===== src/rtl/prism_byte_data_unstuffer.sv =====
// rtl/prism_byte_data_unstuffer.sv - realigns a dense little-endian byte stream onto a destination lane offset
module prism_byte_data_unstuffer #(
  parameter int DATA_WIDTH = 64,
  parameter int OFF_WIDTH  = $clog2(DATA_WIDTH/8),
  parameter int LEN_WIDTH  = 16
) (
  input  logic                  clock,
  input  logic                  resetn,
  input  logic                  i_start,
  output logic                  o_start_ready,
  input  logic [OFF_WIDTH-1:0]  i_offset,
  input  logic [LEN_WIDTH-1:0]  i_length,
  input  logic                  i_valid,
  output logic                  i_ready,
  input  logic                  i_eof,
  input  logic [DATA_WIDTH-1:0] i_data,
  output logic                  o_valid,
  input  logic                  o_ready,
  output logic [DATA_WIDTH-1:0] o_data,
  output logic [OFF_WIDTH-1:0]  o_lsbyte,
  output logic [OFF_WIDTH-1:0]  o_msbyte,
  output logic                  o_sof,
  output logic                  o_eof,
  output logic                  o_done,
  output logic                  o_len_error
);
  localparam int N  = DATA_WIDTH / 8;
  localparam int CW = OFF_WIDTH + 1;
  localparam logic [CW-1:0]        N_LANES = CW'(N);
  localparam logic [LEN_WIDTH-1:0] N_LEN   = LEN_WIDTH'(N);

  typedef enum logic [1:0] {ST_IDLE, ST_RUN, ST_FLUSH} state_t;

  state_t                state_q, state_d;
  logic [OFF_WIDTH-1:0]  off_q;
  logic [OFF_WIDTH-1:0]  held_q;
  logic [LEN_WIDTH-1:0]  rem_q;
  logic [LEN_WIDTH-1:0]  words_q;
  logic                  first_q;
  logic [DATA_WIDTH-1:0] res_q;

  logic                  advance, need_word, take_word, beat_fire, eof_xfer;
  logic [CW-1:0]         avail, rem_cap, cnt;
  logic [OFF_WIDTH-1:0]  lsb, msb;
  logic [DATA_WIDTH-1:0] aligned, raw, beat_data, res_next;

  always_ff @(posedge clock) begin
    if (!resetn) state_q <= ST_IDLE;
    else         state_q <= state_d;
  end

  always_comb begin
    state_d = state_q;
    case (state_q)
      ST_IDLE:  if (i_start && i_length != '0) state_d = ST_RUN;
      ST_RUN: begin
        if (eof_xfer)
          state_d = ST_IDLE;
        else if (take_word && words_q == LEN_WIDTH'(1) && rem_q != LEN_WIDTH'(cnt))
          state_d = ST_FLUSH;
      end
      ST_FLUSH: if (eof_xfer) state_d = ST_IDLE;
      default:  state_d = ST_IDLE;
    endcase
  end

  always_comb begin
    o_start_ready = (state_q == ST_IDLE);
    advance       = !o_valid || o_ready;
    need_word     = first_q || (rem_q > LEN_WIDTH'(held_q));
    i_ready       = (state_q == ST_RUN) && (words_q != '0) && advance && need_word;
    take_word     = i_ready && i_valid;
    beat_fire     = take_word ||
                    ((state_q != ST_IDLE) && (rem_q != '0) && advance && !need_word);
    eof_xfer      = o_valid && o_ready && o_eof;

    avail   = N_LANES - CW'(off_q);
    rem_cap = (rem_q >= N_LEN) ? N_LANES : rem_q[CW-1:0];
    if (first_q) begin
      cnt = (rem_q >= LEN_WIDTH'(avail)) ? avail : rem_q[CW-1:0];
      lsb = off_q;
    end else begin
      // a flush beat always has rem below N, so rem_cap is the exact count
      cnt = rem_cap;
      lsb = '0;
    end
    msb = OFF_WIDTH'(CW'(lsb) + cnt - CW'(1));

    // residual is empty before the first word, so one expression covers both word beats
    aligned  = i_data << {off_q, 3'b000};
    raw      = need_word ? (res_q | aligned) : res_q;
    res_next = i_data >> {avail, 3'b000};

    beat_data = '0;
    for (int i = 0; i < N; i++) begin
      if (i >= int'(lsb) && i <= int'(msb))
        beat_data[i*8 +: 8] = raw[i*8 +: 8];
    end
  end

  always_ff @(posedge clock) begin
    if (!resetn) begin
      off_q       <= '0;
      held_q      <= '0;
      rem_q       <= '0;
      words_q     <= '0;
      first_q     <= 1'b0;
      res_q       <= '0;
      o_valid     <= 1'b0;
      o_data      <= '0;
      o_lsbyte    <= '0;
      o_msbyte    <= '0;
      o_sof       <= 1'b0;
      o_eof       <= 1'b0;
      o_done      <= 1'b0;
      o_len_error <= 1'b0;
    end else begin
      o_done      <= eof_xfer;
      o_len_error <= 1'b0;
      if (o_valid && o_ready)
        o_valid <= 1'b0;

      if (state_q == ST_IDLE && i_start) begin
        off_q   <= i_offset;
        held_q  <= '0;
        rem_q   <= i_length;
        words_q <= LEN_WIDTH'(({1'b0, i_length} + (LEN_WIDTH+1)'(N - 1)) >> OFF_WIDTH);
        first_q <= 1'b1;
        res_q   <= '0;
        if (i_length == '0)
          o_done <= 1'b1;
      end

      if (beat_fire) begin
        o_valid  <= 1'b1;
        o_data   <= beat_data;
        o_lsbyte <= lsb;
        o_msbyte <= msb;
        o_sof    <= first_q;
        o_eof    <= (rem_q == LEN_WIDTH'(cnt));
        rem_q    <= rem_q - LEN_WIDTH'(cnt);
        first_q  <= 1'b0;
        held_q   <= off_q;
      end

      if (take_word) begin
        res_q       <= res_next;
        words_q     <= words_q - LEN_WIDTH'(1);
        o_len_error <= (words_q > LEN_WIDTH'(1) && i_eof) ||
                       (words_q == LEN_WIDTH'(1) && !i_eof);
      end
    end
  end
endmodule

===== config.mk =====
export PLATFORM = sky130hd
export DESIGN_NAME = prism_byte_data_unstuffer
export DESIGN_NICKNAME = d
export VERILOG_FILES = /design/src/rtl/prism_byte_data_unstuffer.sv
export SDC_FILE = /design/constraint.sdc
export NUM_CORES = 1
export LEC_CHECK = 0
export ABC_AREA = 1
export CAP_MARGIN = 30
export CORE_UTILIZATION = 50
export DETAILED_ROUTE_END_ITERATION = 10
export PLACE_DENSITY = 0.82
export SETUP_SLACK_MARGIN = 0.5
export SYNTH_ARGS = -nofsm -noshare
export SYNTH_HDL_FRONTEND = slang
export SYNTH_SLANG_ARGS = --single-unit

===== constraint.sdc =====
create_clock -name clock -period 4.54 [get_ports clock]
set_input_delay 0.908 -clock clock [delete_from_list [all_inputs] [get_ports clock]]
set_output_delay 0.908 -clock clock [all_outputs]
set_load 0.1 [all_outputs]

* Word-level counts from Yosys, hierarchy flattened
Cells that the tools add are included.
Storage, ports and cells: input port bits 89, memories kept 0, latch bits 0, bits in registers 180, bits in read-only memories 0, output and inout port bits 77, RAM bits 0
Cells by class: muxes and demuxes 30, $mul 0, magnitude comparators 18, eq/ne operators 8, div/mod/pow operators 0, add/sub/neg operators 6, bitwise gates (word level) 2, reduce and logical (&&, ||, !) cells 40, shift operators 2
Operator list (count):
- two-way mux 64 bit | 3
- two-way mux 16 bit | 4
- two-way mux 8 bit | 8
- OR 64 bit | 1
- left shift 64 x 6 -> 64 bit | 1
- >> shifter 64 x 7 -> 64 bit | 1
- nonzero test 16 bit | 3
- logical AND 1 bit | 21
- adder 16 x 3 -> 17 bit (second input constant) | 1
- == test 16 x 1 -> 1 bit (second input constant) | 1
- == test 16 x 4 -> 1 bit | 1
- >= comparator 16 x 4 -> 1 bit | 1
- >= comparator 16 x 4 -> 1 bit (second input constant) | 1
- > comparator 16 x 1 -> 1 bit (second input constant) | 1
- > comparator 16 x 3 -> 1 bit | 1
- zero test 16 bit | 1
- != test 16 x 4 -> 1 bit | 1
- subtractor 16 x 1 -> 16 bit (second input constant) | 1
- subtractor 16 x 4 -> 16 bit | 1
- less-or-equal comparator 3 bit (first input constant) | 4
- two-way mux 4 bit | 3
- >= comparator 3 bit (first input constant) | 3
- two-way mux 3 bit | 3
- two-way mux 2 bit | 4
- 22 further kinds | 36

* Logic depth before layout (Yosys ltp)
depth in word-level cells 10, mapped depth 27, depth with buffers taken out 24

* Worst setup path after synthesis
OpenSTA, ideal clock, no wires.
path kind reg-to-reg, start point register off_q[0], end point register rem_q[13], arrival 3708 ps, path buffers 5, setup slack 699 ps, setup time 132 ps, clock period less this slack 3841 ps, stages on the path, launching flop included 21, cell sequence dfxtp_1 > buf_2 > inv_1 > buf_2 > clkbuf_1 > ha_1 > clkinv_1 > clkbuf_1 > clkbuf_1 > nand2_1 > a32oi_1 > ha_1 > nand3_1 > nand2_1 > a21boi_0 > nand2_1 > nor2_1 > nand3_1 > xor2_1 > o21ai_0 > a21oi_1
On the way: word-level cells in the longest chain between the ends 6
RTL lines:
- start: declaration | RTL line 35 | logic [OFF_WIDTH-1:0] off_q;
- start signal: assignment | RTL line 124 | off_q <= i_offset;
- subtractor 4 x 3 -> 4 bit (*) | RTL line 77 | avail = N_LANES - CW'(off_q);
- >= comparator 16 x 4 -> 1 bit | RTL line 80 | cnt = (rem_q >= LEN_WIDTH'(avail)) ? avail : rem_q[CW-1:0];
- two-way mux 4 bit (*) | RTL line 80
- two-way mux 4 bit (*) | RTL line 79 | if (first_q) begin
- subtractor 16 x 4 -> 16 bit (*) | RTL line 141 | rem_q <= rem_q - LEN_WIDTH'(cnt);
- two-way mux 16 bit (*) | RTL line 134 | if (beat_fire) begin
- end signal: assignment | RTL line 126 | rem_q <= i_length;
- end signal: assignment | RTL line 141
- end: declaration | RTL line 37 | logic [LEN_WIDTH-1:0] rem_q;
Every way passes the cells marked *; elsewhere a longest branch is shown, timed or not. A chain may end at the register's enable or synchronous reset.

* Worst setup path in the final report
start point register off_q[0], end point register rem_q[14]
Same word-level chain as after synthesis.

==> run summary <==
YOSYS
-----------------------------------------------------------------------------------------------------
Synthesized cell area                                                                      11400 um^2
Post-synthesis share of cell area spent on full adders, half adders and majority gates         0.0194
Cell with the most instances after synthesis                                             sky130_fd_sc_hd__nand2_1
Number of enable-type register cells in the synthesized netlist                                     0
Synth unique cells                                                                                 53
Synth Area in Simple Gates                                                                      0.321
Synth top cells by count                                                                 sky130_fd_sc_hd__nand2_1, sky130_fd_sc_hd__a21oi_1, sky130_fd_sc_hd__dfxtp_1
Fraction of registers with async set or reset after synthesis                                       0
Synth Area in XOR/XNOR                                                                         0.0170
Average footprint of a synthesized cell                                                     6.32 um^2
Multiplexer share of the synthesized area                                                     0.00176
Area leader, netlist                                                                     sky130_fd_sc_hd__dfxtp_1
Number of instances in the synthesized netlist                                                   1796
Largest cells by area after synthesis                                                    sky130_fd_sc_hd__dfxtp_1, sky130_fd_sc_hd__nand2_1, sky130_fd_sc_hd__a21oi_1, sky130_fd_sc_hd__o21ai_0, sky130_fd_sc_hd__nor2_1
Post-synth top area share                                                                       0.317
Dominant synthesized flop cell                                                           sky130_fd_sc_hd__dfxtp_1
Combinational family with the most area after synthesis                                  simple AND/OR/NAND/NOR gates
Share of synthesized area occupied by flip-flops and latches                                    0.317
Compound-Gate Fraction of Synth Area                                                            0.227
Flip-flop and latch count after synthesis                                                         180
Post-Syn Nets                                                                                    1902
Yosys warning total                                                                                 0

LAYOUT
-----------------------------------------------------------------------------------------------------
Post-layout net count                                                                            2008
Post-route cell area                                                                       13700 um^2
Proportion of layout cells with a drive suffix above 1                                         0.0601
Area Overhead vs Synth                                                                          20.4%
Ant. Diodes                                                                                         0

PLACED DESIGN
-----------------------------------------------------------------------------------------------------
Port-buffer cells                                                                                 165
DP HPWL                                                                                      29200 um
Final weighted congestion in routability-driven placement                                        1.01
Placed Instance Area                                                                       13000 um^2

ROUTE
-----------------------------------------------------------------------------------------------------
DRT Wirelength                                                                               40400 um
1st-pass router iterations                                                                          9
Drt via density                                                                                  5.86
Via total after detailed routing                                                                12900
Remaining design rule violation count                                                              11
Average wire length per cell after detail routing                                             18.4 um
Initial DRC Count                                                                                1509
Routed Antenna Nets                                                                                 0

GLOBAL ROUTING
-----------------------------------------------------------------------------------------------------
Grt total ovfl                                                                                      0
Wire length of the first global-routing pass                                                 62300 um
Vias in the first global route                                                                  11400
Global-route usage over all layers                                                              0.339
Pin count of the biggest net entering global routing                                              115
Antenna violations before repair                                                                    0

STA
-----------------------------------------------------------------------------------------------------
Worst Max-Slew Pin Slew                                                                      0.995 ns
Worst clock skew                                                                            0.0174 ns
Highest achievable clock rate                                                                 269 MHz
Min Clock Period, post-route                                                                  3.71 ns
Count of endpoints failing setup in the final report                                                0
Summed negative setup slack over all endpoints                                                   0 ns
Worst slew margin                                                                               0.335
Share of the clock period used by the worst path                                                0.818
Max-slew violation count                                                                            0
Final hold violations                                                                               0
Setup repair after global routing missed its margin                                             false

RUN STATUS
-----------------------------------------------------------------------------------------------------
Violations in the final reports                                                          design-rule violations
Result of the run                                                                        complete, but fails checks

WORST SETUP PATH
-----------------------------------------------------------------------------------------------------
Critical Path End Type                                                                           flop
Largest fanout on the critical path                                                                 5
Launch point of the worst reg-to-reg path                                                    off_q[0]
Setup slack on the worst flop-to-flop path                                                    0.83 ns
Crit start category                                                                              flop
Critical path launch point                                                                   off_q[0]
WS Path Type                                                                                  reg2reg
Last element of the critical path                                                           rem_q[14]
Endpoint arrival time on the critical path                                                    4.01 ns
Register-to-Register Path Depth                                                                    24
Reg-to-reg critical path endpoint                                                           rem_q[14]
Data required, critical path                                                                  4.84 ns

FLOORPLAN
-----------------------------------------------------------------------------------------------------
Starting utilization of the core area                                                           0.516
I/O pin count                                                                                     166
Standard-cell row count                                                                            54
Height of the die                                                                              153 um
Std-Cell Core Area                                                                         22000 um^2
Width of the die                                                                               153 um
Die area                                                                                   23300 um^2

WORST HOLD PATH
-----------------------------------------------------------------------------------------------------
Hold depth                                                                                          2
Worst hold path type                                                                          reg2reg

CLOCK NETWORK
-----------------------------------------------------------------------------------------------------
Post-CTS Setup Bufs                                                                                 0
Clock transition time at the flip-flop clock pins of the worst setup and hold paths           0.07 ns
Count of instances resized after the clock tree is built                                            0
Master cell of the clock root buffer                                                     sky130_fd_sc_hd__clkbuf_16
CTS tree                                                                                          yes
Cts hold-fix bufs                                                                                   0
Insertion delay of the later-clocked pin in the worst-skew pair                               0.45 ns
Sinks on Clock Net                                                                                180
Number of buffers created by CTS                                                                   17
Depth of the CTS H-tree                                                                             4
Longest Clk Path Bufs                                                                               2

POWER AND IR DROP
-----------------------------------------------------------------------------------------------------
Leak                                                                                          5.68 nW
Max rail drop VDD                                                                            0.241 mV
Power per cell area                                                                       469 nW/um^2

JOB
-----------------------------------------------------------------------------------------------------
Count of maximum capacitance violations                                                             0

## worst min path at each step
stage,startpoint,end,slack [ns]
final,o_data[56],o_data[56],0.45
after global routing,o_data[22],o_data[22],0.47
after CTS,o_data[56],o_data[56],0.45
after detailed placement,o_data[56],o_data[56],0.44
after global placement,o_data[19],o_data[19],0.44
after floorplan,res_q[8],res_q[8],0.44
## where the power goes
group	internal, mW	switching, mW	total [mW]
clock network	0.738	0.743	1.48
registers	1.72	0.124	1.85
logic	0.865	2.21	3.08
## critical path, stage by stage (launching register included)
cell and delay, ns:
sky130_fd_sc_hd__dfxtp_4 0.37, sky130_fd_sc_hd__inv_1 0.17, sky130_fd_sc_hd__nand2_1 0.16, sky130_fd_sc_hd__nor2_2 0.17
sky130_fd_sc_hd__inv_1 0.09, sky130_fd_sc_hd__ha_1 0.27, sky130_fd_sc_hd__nand2_1 0.06, sky130_fd_sc_hd__inv_1 0.03
sky130_fd_sc_hd__nand2_1 0.06, sky130_fd_sc_hd__nand2_1 0.11, sky130_fd_sc_hd__inv_1 0.11, sky130_fd_sc_hd__nor2_1 0.06
sky130_fd_sc_hd__o32ai_2 0.24, sky130_fd_sc_hd__ha_1 0.20, sky130_fd_sc_hd__inv_1 0.06, sky130_fd_sc_hd__fa_1 0.41
sky130_fd_sc_hd__nand2_1 0.09, sky130_fd_sc_hd__nand2_1 0.08, sky130_fd_sc_hd__nor2_1 0.17, sky130_fd_sc_hd__nand2_1 0.09
sky130_fd_sc_hd__nor2_1 0.12, sky130_fd_sc_hd__nand3_1 0.10, sky130_fd_sc_hd__xnor2_1 0.13, sky130_fd_sc_hd__o21ai_0 0.14
sky130_fd_sc_hd__a21oi_1 0.08
## routing by layer
metal	global-route usage	share of wire
met5	0	0
met2	0.519	0.43
met3	0.0532	0.10
met4	0.107	0.027
met1	0.486	0.43
## through the flow
| step | utilization | hold slack (ns) | worst slack (ns) | power, mW | instances |
|---|---|---|---|---|---|
| final | 0.621 | 0.453 | 0.825 | 6.40 | 2195 |
| after global routing | 0.621 | 0.470 | 0.478 | 6.72 | 2195 |
| after CTS | 0.619 | 0.454 | 0.776 | 6.32 | 2194 |
| after detailed placement | 0.592 | 0.440 | 0.780 | 4.84 | 2162 |
| after global placement | 0.592 | 0.437 | 0.886 | 4.80 | 2161 |
| after floorplan | - | 0.440 | 0.699 | 4.05 | 1796 |
## sequential cells by signal, summed over array words and instances (netlist names)
signal       flops
o_sof            1
o_eof            1
o_lsbyte         3
held_q           3
rem_q           16
o_len_error      1
state_q          2
o_done           1
res_q           64
words_q         16
off_q            3
o_valid          1
first_q          1
o_data          64
o_msbyte         3
## final cells by class
cell class	instances	area [um^2]
well taps	280	350
repair buffers	196	1900
clock inverters	15	156
flip-flops and latches	180	3610
multi-input cells	1369	6700
clock buffers	17	425
inverters	138	531
fillers	2091	8360
## cells in the final DEF, fill, tap and decap left out, drive strengths merged, types with 3 or more instances in the layout
master         count
nand2            535
a21oi            183
dfxtp            180
o21ai            175
clkdlybuf4s50    164
nor2             160
inv              140
nand3             94
o211ai            42
buf               32
nand4             30
or2               22
nor3              17
clkbuf            17
ha                16
a21boi            14
xor2              14
o21a              11
a31oi             10
clkinv            10
xnor2              8
o221ai             8
nor4               5
o22ai              5
a221oi             4
clkinvlp           3
nand3b             3
o311ai             3
## logic make-up after synthesis
kind of cell	Yosys count
DFF	180
xor gates and xnor gates	22
buffers and inverters	247
muxes	2
AOI/OAI and AO/OA	461
and+or+nand+nor	867
adders and majority gates	17
(Power assumes the default switching activity.)
